**src/rtl/ac_op_sequencer.sv**
```systemverilog
// rtl/ac_op_sequencer.sv - accumulator operation sequencer (optional op_count via ACSEQ_OPCNT_EN)
module ac_op_sequencer (
  input  logic       clk,
  input  logic       rst_n,
  input  logic       req_valid,
  output logic       req_ready,
  input  logic [2:0] req_op,
  input  logic [7:0] req_addr,
  output logic       mem_rd,
  output logic [7:0] mem_addr,
  input  logic [7:0] mem_rdata,
  input  logic       mem_rvalid,
  output logic [7:0] dr,
  output logic       alu_and,
  output logic       alu_add,
  output logic       alu_lda,
  output logic       alu_cma,
  output logic       alu_cir,
  output logic       alu_cil,
  input  logic [7:0] alu_acdata,
  input  logic       alu_e,
  output logic [7:0] ac,
  output logic       e,
  output logic       done,
`ifdef ACSEQ_OPCNT_EN
  output logic [15:0] op_count,
`endif
  output logic       err
);

  localparam logic [2:0] OP_AND = 3'd0;
  localparam logic [2:0] OP_ADD = 3'd1;
  localparam logic [2:0] OP_LDA = 3'd2;
  localparam logic [2:0] OP_CIR = 3'd4;
  localparam logic [2:0] OP_CIL = 3'd5;
  localparam logic [2:0] OP_CLA = 3'd6;
  localparam logic [2:0] OP_CLE = 3'd7;

  localparam logic [3:0] TMO_LAST = 4'd15;

  typedef enum logic [1:0] {
    S_IDLE,
    S_FETCH,
    S_EXEC,
    S_DONE
  } state_t;

  state_t      state_q, state_d;
  logic [2:0]  op_q, op_d;
  logic [7:0]  mem_addr_q, mem_addr_d;
  logic        mem_rd_q, mem_rd_d;
  logic [7:0]  dr_q, dr_d;
  logic [7:0]  ac_q, ac_d;
  logic        e_q, e_d;
  logic [5:0]  alu_q, alu_d;    // {and, add, lda, cma, cir, cil}
  logic        done_q, done_d;
  logic        err_q, err_d;
  logic [3:0]  tmo_q, tmo_d;

  // One-hot ALU control for an opcode; CLA/CLE need no ALU and select nothing
  function automatic logic [5:0] alu_sel(input logic [2:0] op);
    if (op > OP_CIL) begin
      return 6'b000000;
    end
    return 6'b100000 >> op;
  endfunction

  // Next-state and next-output computation for the sequencer
  always_comb begin
    state_d    = state_q;
    op_d       = op_q;
    mem_addr_d = mem_addr_q;
    mem_rd_d   = mem_rd_q;
    dr_d       = dr_q;
    ac_d       = ac_q;
    e_d        = e_q;
    tmo_d      = tmo_q;
    alu_d      = 6'b000000;
    done_d     = 1'b0;
    err_d      = 1'b0;

    case (state_q)
      S_IDLE: begin
        if (req_valid) begin
          op_d       = req_op;
          mem_addr_d = req_addr;
          if (req_op <= OP_LDA) begin
            state_d  = S_FETCH;
            mem_rd_d = 1'b1;
            tmo_d    = 4'd0;
          end else begin
            state_d = S_EXEC;
            alu_d   = alu_sel(req_op);
          end
        end
      end

      S_FETCH: begin
        if (mem_rvalid) begin
          dr_d     = mem_rdata;
          mem_rd_d = 1'b0;
          state_d  = S_EXEC;
          alu_d    = alu_sel(op_q);
        end else if (tmo_q == TMO_LAST) begin
          // Memory never answered: abandon the op without touching ac/e/dr
          mem_rd_d = 1'b0;
          err_d    = 1'b1;
          tmo_d    = 4'd0;
          state_d  = S_IDLE;
        end else begin
          tmo_d = tmo_q + 4'd1;
        end
      end

      S_EXEC: begin
        if (op_q <= OP_CIL) begin
          ac_d = alu_acdata;
        end else if (op_q == OP_CLA) begin
          ac_d = 8'h00;
        end
        if (op_q == OP_ADD || op_q == OP_CIR || op_q == OP_CIL) begin
          e_d = alu_e;
        end else if (op_q == OP_CLE) begin
          e_d = 1'b0;
        end
        done_d  = 1'b1;
        state_d = S_DONE;
      end

      S_DONE: begin
        state_d = S_IDLE;
      end

      default: begin
        state_d = S_IDLE;
      end
    endcase
  end

  // Sequencer state and registered outputs
  always_ff @(posedge clk) begin
    if (!rst_n) begin
      state_q    <= S_IDLE;
      op_q       <= 3'd0;
      mem_addr_q <= 8'h00;
      mem_rd_q   <= 1'b0;
      dr_q       <= 8'h00;
      ac_q       <= 8'h00;
      e_q        <= 1'b0;
      alu_q      <= 6'b000000;
      done_q     <= 1'b0;
      err_q      <= 1'b0;
      tmo_q      <= 4'd0;
    end else begin
      state_q    <= state_d;
      op_q       <= op_d;
      mem_addr_q <= mem_addr_d;
      mem_rd_q   <= mem_rd_d;
      dr_q       <= dr_d;
      ac_q       <= ac_d;
      e_q        <= e_d;
      alu_q      <= alu_d;
      done_q     <= done_d;
      err_q      <= err_d;
      tmo_q      <= tmo_d;
    end
  end

`ifdef ACSEQ_OPCNT_EN
  logic [15:0] op_count_q, op_count_d;

  // Completed-op counter advances with each done pulse and sticks at all-ones
  always_comb begin
    op_count_d = op_count_q;
    if (state_q == S_EXEC && op_count_q != 16'hFFFF) begin
      op_count_d = op_count_q + 16'd1;
    end
  end

  // Completed-op counter register
  always_ff @(posedge clk) begin
    if (!rst_n) begin
      op_count_q <= 16'h0000;
    end else begin
      op_count_q <= op_count_d;
    end
  end

  assign op_count = op_count_q;
`endif

  assign req_ready = (state_q == S_IDLE);
  assign mem_rd    = mem_rd_q;
  assign mem_addr  = mem_addr_q;
  assign dr        = dr_q;
  assign ac        = ac_q;
  assign e         = e_q;
  assign done      = done_q;
  assign err       = err_q;
  assign alu_and   = alu_q[5];
  assign alu_add   = alu_q[4];
  assign alu_lda   = alu_q[3];
  assign alu_cma   = alu_q[2];
  assign alu_cir   = alu_q[1];
  assign alu_cil   = alu_q[0];

endmodule

```
**config.mk**
```make
export PLATFORM = sky130hd
export DESIGN_NAME = ac_op_sequencer
export DESIGN_NICKNAME = d
export VERILOG_FILES = /design/src/rtl/ac_op_sequencer.sv
export SDC_FILE = /design/constraint.sdc
export NUM_CORES = 1
export LEC_CHECK = 0
export BUFFER_PORTS_ARGS = -buffer_cell sky130_fd_sc_hd__buf_4
export CAP_MARGIN = 20
export CORE_UTILIZATION = 48
export DETAILED_ROUTE_END_ITERATION = 8
export MAX_ROUTING_LAYER = met4
export PLACE_DENSITY = 0.79
export SETUP_SLACK_MARGIN = 0.05
export SYNTH_ARGS = -nofsm -noshare
export SYNTH_HDL_FRONTEND = slang
export SYNTH_SLANG_ARGS = --single-unit
```
**constraint.sdc**
```tcl
create_clock -name clk -period 1.65 [get_ports clk]
set_clock_uncertainty 0.05 [all_clocks]
set_input_delay 0.165 -clock clk [delete_from_list [all_inputs] [get_ports clk]]
set_output_delay 0.165 -clock clk [all_outputs]
set_load 0.005 [all_outputs]
```
==> results.txt <==
status -> finished, final reports clean
row count -> 21
Layout Cells excl Fill -> 329
GR Util All Layers -> 23.1%
H-tree depth -> 2
crit end category -> flop
Lkg Pwr -> 1.11 nW
Yosys top cell area share -> 49.1%
Clock transition at path regs -> 130 ps
met3 WL -> 279 um
Slew @ Worst Pin -> 530 ps
post-synthesis cell count -> 194
most common library cells after synthesis -> dfxtp_1 (43), nand2_1 (38), a21oi_1 (28)
min Tclk post-route -> 1500 ps
clk_lat worst skew -> 360 ps
final worst path period share -> 90.9%
metal1 wirelength -> 1800 um
total grt overflow -> 0
Synth Flop Type -> dfxtp_1
IO Count -> 67
Die Wd -> 62.5 um
final WL -> 4260 um
Arr. time, crit path -> 1750 ps
Crit Path Max Fanout -> 9
Initial DRC Count -> 113
Nets -> 315
Core ar. -> 0.00342 mm2
pin count of the biggest net entering global routing -> 24
hpwl dp -> 2680 um
vias -> 1,707
Die Y -> 62.5 um
flop and latch count out of synthesis -> 43
DRC viols -> 0
Clk Tree Root Cell -> clkbuf_4
layout cells sized above 1 -> 31.8%
Hold WS -> 4.31 ps
Avg WL per Cell -> 13.0 um
post-synthesis sequential area ratio -> 49.1%
PnR Total Power -> 2.16 mW
IO buf count -> 66
number of flops mapped to enable cells by yosys -> 0
synth unique cells -> 36
fill count -> 264
Area Overhead vs Synth -> 45.8%
Vias/cell -> 5.19
Final Hold Fails -> 0
post-synthesis cell area -> 0.00175 mm2
peak supply drop -> 797 uV
Inserted Clock Buffers -> 5
Slew HR -> 64.4%
Crit path required time -> 1900 ps
Pins Over Slew Limit -> 0
DR top layer -> met4
RSZ-0062 raised after global routing -> false
diode count -> 0
Synth area leaders -> dfxtp_1 (49%), nand2_1 (8.1%), a21oi_1 (8.0%)
Avg Cell Area, Syn -> 9.04 um2
initial core utilization -> 51.4%
cell accounting for the most synthesized area -> dfxtp_1
worst setup path class -> flop to flop
syn nets -> 227
CTS sink count -> 43
vias in the first global route -> 1,577
most common cell in the netlist -> dfxtp_1
maximum root-to-sink buffer count -> 2
DR WL met2 -> 2130 um
Setup TNS -> 0 ps
CTS tree -> yes
share of flip-flops with an asynchronous set or reset -> 0%
CP Launch Type -> flop
power density over cell area -> 844 mW/mm2
# Post-CTS Setup Buffers -> 0
Hold Path Class -> input port to flop
die area -> 0.00390 mm2
placed insts -> 299
initial antenna violation count -> 0
yosys warns -> 0
Pre-Repair DR Iteration Count -> 4
Final GP Congestion -> 0.875
first-pass GRT wire length -> 6890 um
max cap viols -> 0
maximum clock rate -> 667 MHz
Setup violations, final -> 0
ANT nets after route -> 0
==> layer usage <==
metal,global-route usage (%),vias to the layer above
li1,-,852
met1,24.4,795
met2,40.8,54
met3,7.66,6
met4,6.98,0
met5,-,-
==> final cells by class <==
cell class / count / area (um2) / share of cell area, %
flip-flops and latches: 43 / 862 / 33.7
inverters: 3 / 11.3 / 0.440
well taps: 46 / 57.6 / 2.25
clock buffers: 5 / 37.5 / 1.47
repair buffers: 91 / 738 / 28.9
clock inverters: 3 / 20.0 / 0.783
multi-input cells: 138 / 831 / 32.5
==> kinds of logic (layout without fill, tap and decap cells) <==
kind of cell	count (synthesis)	after routing	share of synthesized area [%]
flops	43	43	49.1
buf+inv	13	102	4.21
fa+ha+maj	1	1	0.713
compound gates	43	43	15.2
simple gates	85	85	25.7
mux	9	9	5.14
==> metrics by stage <==
step                      instance area [um2]  utilization, %  setup slack, ps
final                                    2560            74.9              150
after global routing                     2560            74.9             38.1
after CTS                                2500            73.1              141
after detailed placement                 2270            66.4             28.6
after global placement                   2270            66.4             44.9
after floorplan                          1750               -              362
==> worst paths after layout <==
check	startpoint	endpoint	slack (ps)	depth (start not counted)
min reg2reg	ac[5]	ac[5]	410	2
max reg2reg	state_q[1]	mem_rd	150	4
max	state_q[1]	mem_rd	150	4
min	alu_acdata[3]	ac[3]	4	3
==> where the power goes <==
| group | total [mW] | switching (mW) | internal [mW] |
|---|---|---|---|
| clock | 0.512 | 0.349 | 0.163 |
| combinational | 0.468 | 0.210 | 0.259 |
| sequential | 1.18 | 0.0734 | 1.10 |
==> what timing repair did <==
item | CTS | global route
resized for setup | 1 | 2
hold endpoints to repair | 17 | 5
setup endpoints to repair | 5 | 3
hold buffers | 17 | 5
==> registers in the layout, summed over array words and instances (netlist names) <==
signal,cells
ac,8
alu_q,6
done,1
dr,8
e,1
err,1
mem_addr,8
mem_rd,1
op_q,3
state_q,2
tmo_q,4
==> placed cells by master, fill, tap and decap left out, types with 2 or more instances in the layout <==
cell type      netlist  routed
o32ai_1              2       2
nand2b_1             2       2
inv_1                2       2
dlygate4sd3_1        0      22
nand2b_4             2       2
a21oi_1             28      28
nor3_1               4       4
clkinvlp_4           0       2
buf_4                0      69
o21ai_0              3       3
dfxtp_1             43      42
nand2_1             38      38
nor2_1              16      16
or3_1                2       2
nand4b_1             3       3
nor3b_1              2       2
mux2i_1              9       9
clkbuf_4             0       5
nand3_1              9       9
==> worst max-delay path, cell delays in order (launching register included) <==
cell and delay, ps:
dfxtp_1 450, nand2b_4 210, a311oi_1 490, nor2_1 70, nor3_1 160
(Power assumes the default switching activity.)
